<file path="config.mk">
export PLATFORM = sky130hd
export DESIGN_NAME = pipe_skid_reg
export DESIGN_NICKNAME = d
export VERILOG_FILES = /design/src/rtl/pipe_skid_reg.sv
export SDC_FILE = /design/constraint.sdc
export NUM_CORES = 1
export LEC_CHECK = 0
export ABC_AREA = 1
export BUFFER_PORTS_ARGS = -buffer_cell sky130_fd_sc_hd__buf_4
export CAP_MARGIN = 15
export CORE_ASPECT_RATIO = 0.75
export CORE_MARGIN = 2
export CORE_UTILIZATION = 55
export CTS_BUF_LIST = sky130_fd_sc_hd__clkbuf_16
export DETAILED_ROUTE_END_ITERATION = 10
export GPL_ROUTABILITY_DRIVEN = 0
export PLACE_DENSITY = 0.74
export RECOVER_POWER = 25
export SYNTH_ARGS = -nofsm -noshare
export SYNTH_HDL_FRONTEND = slang
export SYNTH_SLANG_ARGS = --single-unit
</file>
<file path="constraint.sdc">
create_clock -name clk -period 12.5 [get_ports clk]
set_input_delay 1.25 -clock clk [delete_from_list [all_inputs] [get_ports clk]]
set_output_delay 1.25 -clock clk [all_outputs]
set_load 0.02 [all_outputs]
</file>
<file path="src/rtl/pipe_skid_reg.sv">
// pipe_skid_reg: elastic valid/ready pipeline register.
// A chain of STAGES skid-buffered stages carries a WIDTH-bit payload at full
// throughput under back-pressure. Every ready signal comes from a flop, so no
// combinational path runs from out_ready back to in_ready. The block also has a
// synchronous flush and a registered occupancy count.
module pipe_skid_reg #(
  parameter int WIDTH  = 32,
  parameter int STAGES = 2,
  parameter int CNTW   = $clog2(2*STAGES+1)
) (
  input  logic             clk,
  input  logic             rst,
  input  logic             flush,
  input  logic             in_valid,
  output logic             in_ready,
  input  logic [WIDTH-1:0] in_data,
  output logic             out_valid,
  input  logic             out_ready,
  output logic [WIDTH-1:0] out_data,
  output logic [CNTW-1:0]  count
);

  // Per-stage state: main entry (mv/md) and skid entry (sv/sd).
  logic [STAGES-1:0] mv_q, mv_d;
  logic [STAGES-1:0] sv_q, sv_d;
  logic [WIDTH-1:0]  md_q [STAGES];
  logic [WIDTH-1:0]  md_d [STAGES];
  logic [WIDTH-1:0]  sd_q [STAGES];
  logic [WIDTH-1:0]  sd_d [STAGES];
  logic [CNTW-1:0]   count_q, count_d;

  // Handshake nets between neighbouring stages.
  logic [STAGES-1:0] up_valid;
  logic [STAGES-1:0] up_ready;
  logic [STAGES-1:0] dn_ready;
  logic [STAGES-1:0] acc;
  logic [STAGES-1:0] emit;
  logic [WIDTH-1:0]  up_data [STAGES];

  // Stage-to-stage wiring: stage i's downstream handshake is stage i+1's upstream.
  always_comb begin
    up_valid[0] = in_valid;
    up_data[0]  = in_data;
    for (int i = 1; i < STAGES; i++) begin
      up_valid[i] = mv_q[i-1];
      up_data[i]  = md_q[i-1];
    end
    // A stage stays ready as long as its skid register is free.
    up_ready = ~sv_q;
    dn_ready[STAGES-1] = out_ready;
    for (int i = 0; i < STAGES-1; i++) begin
      dn_ready[i] = up_ready[i+1];
    end
    acc  = up_valid & up_ready;
    emit = mv_q & dn_ready;
  end

  // Next-state logic for every stage. Flush overrides everything else.
  always_comb begin
    // NOTE: every signal gets a default before any branch, so no path leaves one unassigned and no latch is inferred.
    mv_d = mv_q;
    sv_d = sv_q;
    md_d = md_q;
    sd_d = sd_q;
    for (int i = 0; i < STAGES; i++) begin
      if (!mv_q[i] || emit[i]) begin
        // The main slot frees up. Refill it from the skid first, then from upstream.
        if (sv_q[i]) begin
          mv_d[i] = 1'b1;
          md_d[i] = sd_q[i];
        end else if (acc[i]) begin
          mv_d[i] = 1'b1;
          md_d[i] = up_data[i];
        end else begin
          mv_d[i] = 1'b0;
        end
        sv_d[i] = 1'b0;
      end else if (acc[i]) begin
        // Main is stalled, so the skid catches the entry accepted this cycle.
        sv_d[i] = 1'b1;
        sd_d[i] = up_data[i];
      end
    end
    if (flush) begin
      mv_d = '0;
      sv_d = '0;
      for (int i = 0; i < STAGES; i++) begin
        md_d[i] = '0;
        sd_d[i] = '0;
      end
    end
  end

  // Occupancy after this edge: number of valid main and skid entries.
  always_comb begin
    count_d = '0;
    for (int i = 0; i < STAGES; i++) begin
      count_d = count_d + CNTW'(mv_d[i]) + CNTW'(sv_d[i]);
    end
  end

  // State registers. An asynchronous reset clears valids, payloads and the count.
  always_ff @(posedge clk or posedge rst) begin
    if (rst) begin
      mv_q    <= '0;
      sv_q    <= '0;
      count_q <= '0;
      // NOTE: the payload arrays are small register banks, not RAM, so they are reset; this keeps out_data at 0 after reset.
      for (int i = 0; i < STAGES; i++) begin
        md_q[i] <= '0;
        sd_q[i] <= '0;
      end
    end else begin
      // NOTE: state registers use non-blocking assignments, so every stage samples its neighbours' pre-edge values.
      mv_q    <= mv_d;
      sv_q    <= sv_d;
      md_q    <= md_d;
      sd_q    <= sd_d;
      count_q <= count_d;
    end
  end

  assign in_ready  = up_ready[0];
  assign out_valid = mv_q[STAGES-1];
  assign out_data  = md_q[STAGES-1];
  assign count     = count_q;

endmodule

</file>
* Word-level counts from Yosys, hierarchy flattened
Cells that the tools add are included.
** Storage, ports and cells
- Register bits :: 135
- Bits in latches :: 0
- RAM bits :: 0
- Bits in read-only memories :: 0
- Input bits :: 37
- Output and inout port bits :: 37
- Logic and storage cells :: 51
- Memories kept :: 0
** Cells by class
- Add/sub/neg operators :: 3
- Multiply operators :: 0
- Div/mod/pow operators :: 0
- $lt $le $gt $ge :: 0
- Eq/ne operators :: 2
- Shift-type cells :: 0
- Muxes and demuxes :: 22
- Bitwise logic cells :: 3
- Reduce and logical (&&, ||, !) cells :: 14
** Operators with widths (count)
- 32-bit two-way mux :: 8
- 64-bit two-way mux :: 2
- 1-bit two-way mux :: 10
- 2-bit AND reduction :: 4
- 2-bit nonzero test :: 4
- 3-bit nonzero test :: 2
- 2-bit AND :: 2
- 2-bit two-way mux :: 2
- 2-bit inequality test, second input constant :: 2
- 2-bit by 1-bit adder with 3-bit output :: 1
- 3-bit by 1-bit adder with 3-bit output :: 1
- 1-bit by 1-bit adder with 2-bit output :: 1
- 1-bit zero test :: 2
- 1-bit logical OR :: 2
- 2-bit NOT :: 1

* Depth between registers and ports, before layout
Gate-level depths: netlist (run 1).
- Depth after elaboration :: 9
- Depth in mapped cells :: 9
- Gate-level depth less buffers :: 9

* Worst setup path after synthesis (run 1)
OpenSTA, ideal clock, no wires.
- Path type :: input to register
- Start point :: input port out_ready
- End point :: register count_q[1], in the netlist count[1]
- Library setup time :: 0.126 ns
- Data arrival time :: 2.605 ns
- Data required time :: 12.374 ns
- Slack :: 9.769 ns
- Stages :: 8
- Buffers on the path :: 0
- Cell sequence :: nor2_2 > nand2_1 > nor2_1 > inv_1 > fa_1 > inv_1 > ha_1 > ha_1
** Between the ends
- Elaborated cells between the ends (all ways) :: 8
- Classes of those cells :: 2 x add/sub; 4 x mux; 1 x bitwise; 1 x reduce/logical
** RTL lines
- start: declaration :: RTL line 18 : input logic out_ready,
- 2-bit AND :: RTL line 55 : emit = mv_q & dn_ready;
- 1-bit logical OR :: RTL line 66 : if (!mv_q[i] || emit[i]) begin
- 1-bit two-way mux :: RTL line 66
- 2-bit two-way mux :: RTL line 84 : if (flush) begin
- via sv_d[1] :: RTL line 25 : logic [STAGES-1:0] sv_q, sv_d;
- 3-bit by 1-bit adder with 3-bit output :: RTL line 98 : count_d = count_d + CNTW'(mv_d[i]) + CNTW'(sv_d[i]);
- via count_d[1] :: RTL line 30 : logic [CNTW-1:0] count_q, count_d;
- end signal: assignment :: RTL line 119 : count_q <= count_d;
- end: declaration :: RTL line 30
The timed path passes the listed nets, and every way through them passes these cells.
A chain may end at the register's enable or synchronous reset.

* Final worst setup path (run 1)
- Start point :: input port flush
- End point :: register md_q (netlist bit out_data[6])
** Between the ends
- Word-level cells in the longest chain between the ends :: 2
- Elaborated cells between the ends (all ways) :: 4
- Classes of those cells :: 1 x mux; 3 x reduce/logical
** Ends and longest elaborated chain
- start: declaration :: RTL line 13 : input logic flush,
- 3-bit nonzero test (no line) / 2-bit nonzero test (equally long branches)
- 2-bit AND reduction (no line)
- end signal: assignment :: RTL line 117 : md_q <= md_d;
- end: declaration :: RTL line 26 : logic [WIDTH-1:0] md_q [STAGES];
Several ways; a longest one is shown, not always the timed one.

==> results of run 1 <==
## sequential cells by signal, summed over array words and instances, names as in the netlist
signal,flops
sd_q,64
md_q,32
out_data,32
count,3
mv_q,2
sv_q,2
## metal layers
metal  global-route usage (%)  wire length [microns]  up-vias
li1                         -                      -     2755
met1                    40.99                   7376     2643
met2                    31.73                   6292      266
met3                    5.272                   1553       14
met4                    5.892                    143        0
met5                        0                      0        -
## area by class of cell
cell class                      instances  share of cell area, %
Tap cell                              162                  2.719
Inverter                               13                 0.6880
Clock inverter                         15                  1.628
Sequential cell                       135                  45.31
Clock buffer                           17                  5.706
Timing Repair Buffer                   82                  8.273
Multi-Input combinational cell        598                  35.68
## logic make-up (layout without fill, tap and decap cells)
| kind of cell | Yosys count | after routing | synth area share [%] |
|---|---|---|---|
| compound gates | 3 | 3 | 0.2819 |
| buf+inv | 113 | 127 | 9.303 |
| flops | 135 | 135 | 50.74 |
| simple gates | 592 | 592 | 39.00 |
| fa+ha+maj | 3 | 3 | 0.6765 |
## synth_stat cells
master | instances | area share (%)
sky130_fd_sc_hd__a21oi_1 | 2 | 0.15
sky130_fd_sc_hd__buf_1 | 7 | 0.39
sky130_fd_sc_hd__buf_2 | 33 | 2.5
sky130_fd_sc_hd__buf_4 | 41 | 4.6
sky130_fd_sc_hd__clkbuf_1 | 19 | 1.1
sky130_fd_sc_hd__dfrtp_1 | 135 | 51
sky130_fd_sc_hd__fa_1 | 1 | 0.30
sky130_fd_sc_hd__ha_1 | 2 | 0.38
sky130_fd_sc_hd__inv_1 | 9 | 0.51
sky130_fd_sc_hd__inv_2 | 4 | 0.23
sky130_fd_sc_hd__nand2_1 | 359 | 20
sky130_fd_sc_hd__nand2_2 | 1 | 0.094
sky130_fd_sc_hd__nand3_1 | 160 | 12
sky130_fd_sc_hd__nand4_1 | 65 | 6.1
sky130_fd_sc_hd__nor2_1 | 3 | 0.17
sky130_fd_sc_hd__nor2_2 | 3 | 0.28
sky130_fd_sc_hd__nor3_1 | 1 | 0.075
sky130_fd_sc_hd__o21ai_2 | 1 | 0.13
## power groups by stage
stage          combinational [mW]  clock (mW)  sequential [mW]
4_1_cts                    0.0771       0.468            0.456
6_report                   0.0770       0.464            0.457
3_3_place_gp               0.0746           0            0.464
3_5_place_dp               0.0765           0            0.464
2_1_floorplan              0.0550           0            0.461
5_1_grt                    0.0861       0.492            0.457
## tightest hold or removal path, delay by kind of cell, from the launching register on
kind	cells	cell delay (ns)
flops	1	0.34
simple gates	2	0.11
## worst max-delay path by stage
stage	to	slack [ns]	cells past startpoint
3_5_place_dp	count[1]	8.63	9
5_1_grt	out_data[1]	6.59	6
6_report	out_data[6]	7.14	6
3_3_place_gp	count[1]	8.71	9
2_1_floorplan	count[0]	7.64	1
4_1_cts	sd_q[29]	9.05	5
## per-stage QoR
step                      instance area (sq um)  hold WS [ns]  utilization, %  instances
after floorplan                            6658        0.4506               -        846
after global placement                     6890        0.4649           58.90        987
after detailed placement                   6918        0.4671           59.13        988
after CTS                                  7465        0.4824           63.81       1020
after global routing                       7456        0.5026           63.73       1022
final                                      7456        0.4815           63.73       1022
==> impl_metrics.csv, run 1 <==
group,metric,value,unit
floorplan,floorplan.die.width,131.0,microns
timing,final.setup_skew,0.009697,ns
timing,maxSlewViolCount,168,
grt,first_global_vias,4887,
drt,detail_route.wl_per_cell,15.03,microns
final_layout,drive_gt1_share,12.56,%
setup_path,worstPathBufferInverterCount,2,
timing,setup_total_negative_slack,0,ns
final_layout,mostFrequentLayoutCells,"359 x sky130_fd_sc_hd__nand2_1, 160 x sky130_fd_sc_hd__nand3_1, 135 x sky130_fd_sc_hd__dfrtp_1, 69 x sky130_fd_sc_hd__buf_4, 65 x sky130_fd_sc_hd__nand4_1",
setup_path,worst_path_dominant_cell_family,"buffers and inverters",
floorplan,y_dimension_of_the_die,99.28,microns
drt,drt_first_iter_violations,746,
placed_design,io_buffers,73,
setup_path,crit_path_top_delay_cell,"sky130_fd_sc_hd__clkinvlp_2",
grt,grt_pass1_wl,25.02,mm
final_layout,layout.area.seq,3378,sq um
drt,drtPass1Iterations,5,
power_and_ir_drop,switching_share_of_power,24.16,%
drt,via_count,5678,
timing,timing_hold_violations_final,0,
floorplan,start_util,56.91,%
floorplan,num_rows,34,
power_and_ir_drop,internal-power,0.7564,mW
floorplan,core_area,11700,sq um
grt,grt_use_total,24.45,%
timing,max_clock_freq,0.1864,GHz
setup_path,crit_type,"in2reg",
timing,setup_viol_count_final,0,
grt,grt_start_max_net_pins,129,
timing,worst_pin_slew,3.134,ns
setup_path,r2r_setup_slack,9.63,ns
timing,final.min_clock_period,5.365,ns
setup_path,crit_top_cell,"sky130_fd_sc_hd__nand2_1",
cts,clock-sinks,135,
setup_path,critPathMaxStageDelay,2.39,ns
cts,postCtsResizedCells,0,
cts,root_cell_of_the_clock_tree,"sky130_fd_sc_hd__clkbuf_16",
setup_path,cp.required,12.78,ns
yosys,synth.lib_cells_used.distinct,18,
final_layout,area_delta_synth_final,11.99,%
cts,cts_setup_buffers,0,
yosys,netlist_instances,846,
setup_path,crit_path_cell_trace,"clkbuf_1 -> clkinvlp_2 -> nand2_1 -> nand2_1 -> nand2_1 -> nand2_1",
run,cap_viol_max_count,2,
final_layout,multiInputGateArea,2660,sq um
setup_path,r2r-start,"sv_q[1]",
worst_hold_path,worst_hold_startpoint,"out_data[0]",
setup_path,worstSetupStartpoint,"flush",
cts,clock_insertion_delay_at_the_later_pin_of_the_skew_report,0.42,ns
timing,post-route-period-util,42.92,%
drt,routed_via_density,5.556,
power_and_ir_drop,power.clock.fraction,46.5,%
final_layout,finalNetCount,887,
setup_path,critPathLaunchType,"primary input",
cts,clock_tree_from_tritoncts,"done",
power_and_ir_drop,combPwrFrac,7.7,%
worst_hold_path,worstHoldPathCells,2,
final_layout,final_common_cell,"sky130_fd_sc_hd__nand2_1",
cts,cts-hold-fix-buffers,0,
final_layout,num_antenna_cells,0,
drt,drt_drc_violations_left,0,
timing,max_slew_margin,-110.1,%
worst_hold_path,worst_hold_path.endpoint,"out_data[0]",
yosys,sequential_cell_area_fraction_in_the_yosys_report,50.74,%
yosys,synth.net_count,886,
setup_path,sort_of_element_at_the_end_of_the_critical_path,"register",
timing,rsz0062_at_grt,"no",
grt,antenna_found_initial,0,
timing,final.setup.worst_slack,7.135,ns
drt,wirelength,15.37,mm
worst_hold_path,min_path_type,"reg2reg",
cts,cts_h_tree_depth,4,
yosys,synth.cell_area,6658,sq um
setup_path,endpoint_of_the_worst_register_to_register_path,"out_data[27]",
power_and_ir_drop,irDropWorstVdd,0.1161,mV
cts,path_clk_slew,0.06,ns
placed_design,dp_hpwl,9.232,mm
outcome,run_status,"complete, but fails checks",
setup_path,r2r_cells,5,
power_and_ir_drop,total_power,0.9974,mW
final_layout,layout.filler_cells,1012,
placed_design,preCtsSetupSlack,8.629,ns
yosys,synth.avg_cell_area,7.870,sq um
power_and_ir_drop,power.switching,0.2410,mW
power_and_ir_drop,p_leak,4.193,nW
setup_path,path_max_fanout,99,
setup_path,cp_data_arrival_time,5.64,ns
cts,cts_buffer_depth,2,
drt,drt.antenna.violating_nets,0,
power_and_ir_drop,power_density,133.8,nW/um^2
floorplan,boundaryPins,74,
yosys,synth_warnings,0,
floorplan,dieArea,13010,sq um
yosys,ys_seq_elements,135,
outcome,violated_checks,"capacitance limit, slew limit",
power_and_ir_drop,power.sequential.fraction,45.8,%
grt,grt_overflow_total,0,
cts,cts_buffers,17,
Power figures use the tool's default switching activity.
==> run 2: changes to the inputs <==
--- a/config.mk
+++ b/config.mk
@@ -10,7 +10,7 @@
 export CAP_MARGIN = 15
 export CORE_ASPECT_RATIO = 0.75
 export CORE_MARGIN = 2
-export CORE_UTILIZATION = 55
+export CORE_UTILIZATION = 53
 export CTS_BUF_LIST = sky130_fd_sc_hd__clkbuf_16
 export DETAILED_ROUTE_END_ITERATION = 10
 export GPL_ROUTABILITY_DRIVEN = 0
==> constraint.sdc (replaced) <==
create_clock -name clk -period 4.9 [get_ports clk]
set_input_delay 0.49 -clock clk [delete_from_list [all_inputs] [get_ports clk]]
set_output_delay 0.49 -clock clk [all_outputs]
set_load 0.02 [all_outputs]
==> run 2 against run 1 <==
The flow still finishes with violations (capacitance limit, slew limit). First-iteration DRC count shrank 9.0%. Global-route usage shrank 0.26 points. Cell area grew 0.76%. Hold slack lost 0.18 ns. Clock-buffer cell count is the same. Wire length shrank 0.13%. Sequential power grew to 2.6 times the previous value. Utilization shrank 2.5 points. Combinational power grew to 2.6 times the previous value. Non-clock buffer count grew 3.
==> impl_metrics.csv, run 2 (same netlist as run 1, synthesis figures left out) <==
group,metric,value,unit
setup_path,crit_path_cell_trace,"inv_1 -> nor2_2 -> clkbuf_1 -> nand2_1 -> nand3_1 -> nand2_1",
final_layout,area_delta_synth_final,12.84,%
cts,cts_h_tree_depth,4,
setup_path,r2r_setup_slack,1.75,ns
floorplan,floorplan.die.width,133.4,microns
final_layout,final_design_area_no_fill,7512,sq um
timing,post-route-period-util,64.30,%
cts,cts_buffers,17,
timing,worst_pin_slew,2.171,ns
cts,clock_tree_from_tritoncts,"done",
floorplan,num_rows,35,
final_layout,mostFrequentLayoutCells,"360 x sky130_fd_sc_hd__nand2_1, 160 x sky130_fd_sc_hd__nand3_1, 135 x sky130_fd_sc_hd__dfrtp_1, 79 x sky130_fd_sc_hd__buf_4, 65 x sky130_fd_sc_hd__nand4_1",
cts,cts_buffer_depth,2,
final_layout,registers.top_by_ff_count,"sd_q",
grt,first_global_vias,4936,
grt,grt_pass1_wl,25.74,mm
setup_path,worstSetupStartpoint,"mv_q[1]",
setup_path,path_max_fanout,34,
setup_path,worstSetupEndpoint,"sd_q[8]",
timing,timing_hold_violations_final,0,
setup_path,sort_of_element_at_the_end_of_the_critical_path,"register",
power_and_ir_drop,irDropWorstVdd,0.2358,mV
drt,drt_drc_violations_left,0,
drt,via_count,5669,
timing,setup_viol_count_final,0,
floorplan,start_util,54.30,%
cts,postCtsResizedCells,0,
cts,cts-hold-fix-buffers,0,
timing,max_slew_margin,-44.73,%
setup_path,cp_data_arrival_time,3.45,ns
placed_design,placed_cell_area,6953,sq um
setup_path,endpoint_of_the_worst_register_to_register_path,"sd_q[8]",
drt,drtPass1Iterations,5,
drt,drt_first_iter_violations,679,
final_layout,final_common_cell,"sky130_fd_sc_hd__nand2_1",
run,cap_viol_max_count,2,
timing,setup_total_negative_slack,0,ns
grt,antenna_found_initial,0,
setup_path,cp.required,5.20,ns
final_layout,num_antenna_cells,0,
worst_hold_path,min_path_type,"in2reg",
setup_path,crit_path_top_delay_cell,"sky130_fd_sc_hd__nand2_1",
cts,cts_setup_buffers,0,
setup_path,r2r-start,"mv_q[1]",
setup_path,r2r_cells,6,
cts,root_cell_of_the_clock_tree,"sky130_fd_sc_hd__clkbuf_16",
final_layout,finalNetCount,890,
timing,rsz0062_at_grt,"no",
outcome,run_status,"complete, but fails checks",
setup_path,crit_top_cell,"sky130_fd_sc_hd__nand2_1",
power_and_ir_drop,p_leak,4.245,nW
setup_path,critPathMaxStageDelay,1.08,ns
floorplan,y_dimension_of_the_die,101.1,microns
cts,path_clk_slew,0.06,ns
cts,clock-sinks,135,
timing,final.min_clock_period,3.151,ns
cts,clock_insertion_delay_at_the_later_pin_of_the_skew_report,0.42,ns
outcome,violated_checks,"capacitance limit, slew limit",
setup_path,crit_type,"reg2reg",
power_and_ir_drop,power_density,340.3,nW/um^2
timing,final.setup_skew,0.006687,ns
worst_hold_path,worst_hold_startpoint,"flush",
grt,grt_start_max_net_pins,129,
timing,maxSlewViolCount,110,
grt,grt_use_total,24.19,%
placed_design,dp_hpwl,9.362,mm
drt,detail_route.wl_per_cell,14.91,microns
final_layout,drive_gt1_share,13.67,%
grt,grt_overflow_total,0,
drt,drt.antenna.violating_nets,0,
floorplan,boundaryPins,74,
drt,routed_via_density,5.509,
placed_design,io_buffers,73,
timing,max_clock_freq,0.3174,GHz
drt,wirelength,15.35,mm
setup_path,critPathLaunchType,"register",
floorplan,core_area,12260,sq um
final_layout,largest_reg_flops,64,
floorplan,dieArea,13480,sq um
run 2: changes by cell type in the layout (fill, tap and decap cells not counted), sizes merged:
cell,previous run,this run
buf,72,81
clkbuf,27,21
clkinv,8,10
clkinvlp,4,2
run 2: critical path, delay by kind of cell, from the launching register on:
| kind | cells | cell delay (ns) |
|---|---|---|
| simple gates | 4 | 1.56 |
| buf+inv | 2 | 1.10 |
| flops | 1 | 0.36 |
run 2: worst min path at each step:
stage	to	slack, ns	cells past startpoint
after CTS	out_data[24]	0.05	2
after detailed placement	out_data[31]	0.47	2
after floorplan	out_data[0]	0.45	2
final	mv_q[1]	0.30	2
after global routing	sd_q[43]	0.30	3
after global placement	out_data[20]	0.47	2
run 2: layout make-up:
| class | instances | area (sq um) |
|---|---|---|
| fill | 1092 | 4750 |
| sequential | 135 | 3378 |
| multi-input combinational | 598 | 2658 |
| timing repair buffer | 85 | 668.1 |
| clock buffer | 17 | 425.4 |
| tap | 166 | 207.7 |
| clock inverter | 15 | 120.1 |
| inverter | 13 | 55.05 |
run 2: power by group:
group          switching (mW)  internal, mW  total [mW]
Clock                   0.462         0.730        1.19
Sequential             0.0241          1.14        1.17
Combinational           0.138        0.0611       0.199
Total                   0.624          1.93        2.56
run 2: routing by layer:
metal | track usage (%) | vias to the layer above | share of wire [%]
met5 | 0 | - | 0
met4 | 5.810 | 0 | 0.43
met3 | 7.240 | 8 | 8.5
met2 | 30.37 | 231 | 40
met1 | 39.74 | 2665 | 51
li1 | - | 2765 | -
run 2: through the flow:
step	util (%)	instances	total power, mW	hold slack, ns	setup slack [ns]
after floorplan	-	846	1.317	0.4506	0.7989
after global placement	56.48	995	1.378	0.4668	2.093
after detailed placement	56.70	996	1.380	0.4682	2.078
after CTS	61.15	1028	2.566	0.04945	2.089
after global routing	61.27	1029	2.654	0.2963	1.431
final	61.27	1029	2.557	0.2996	1.749
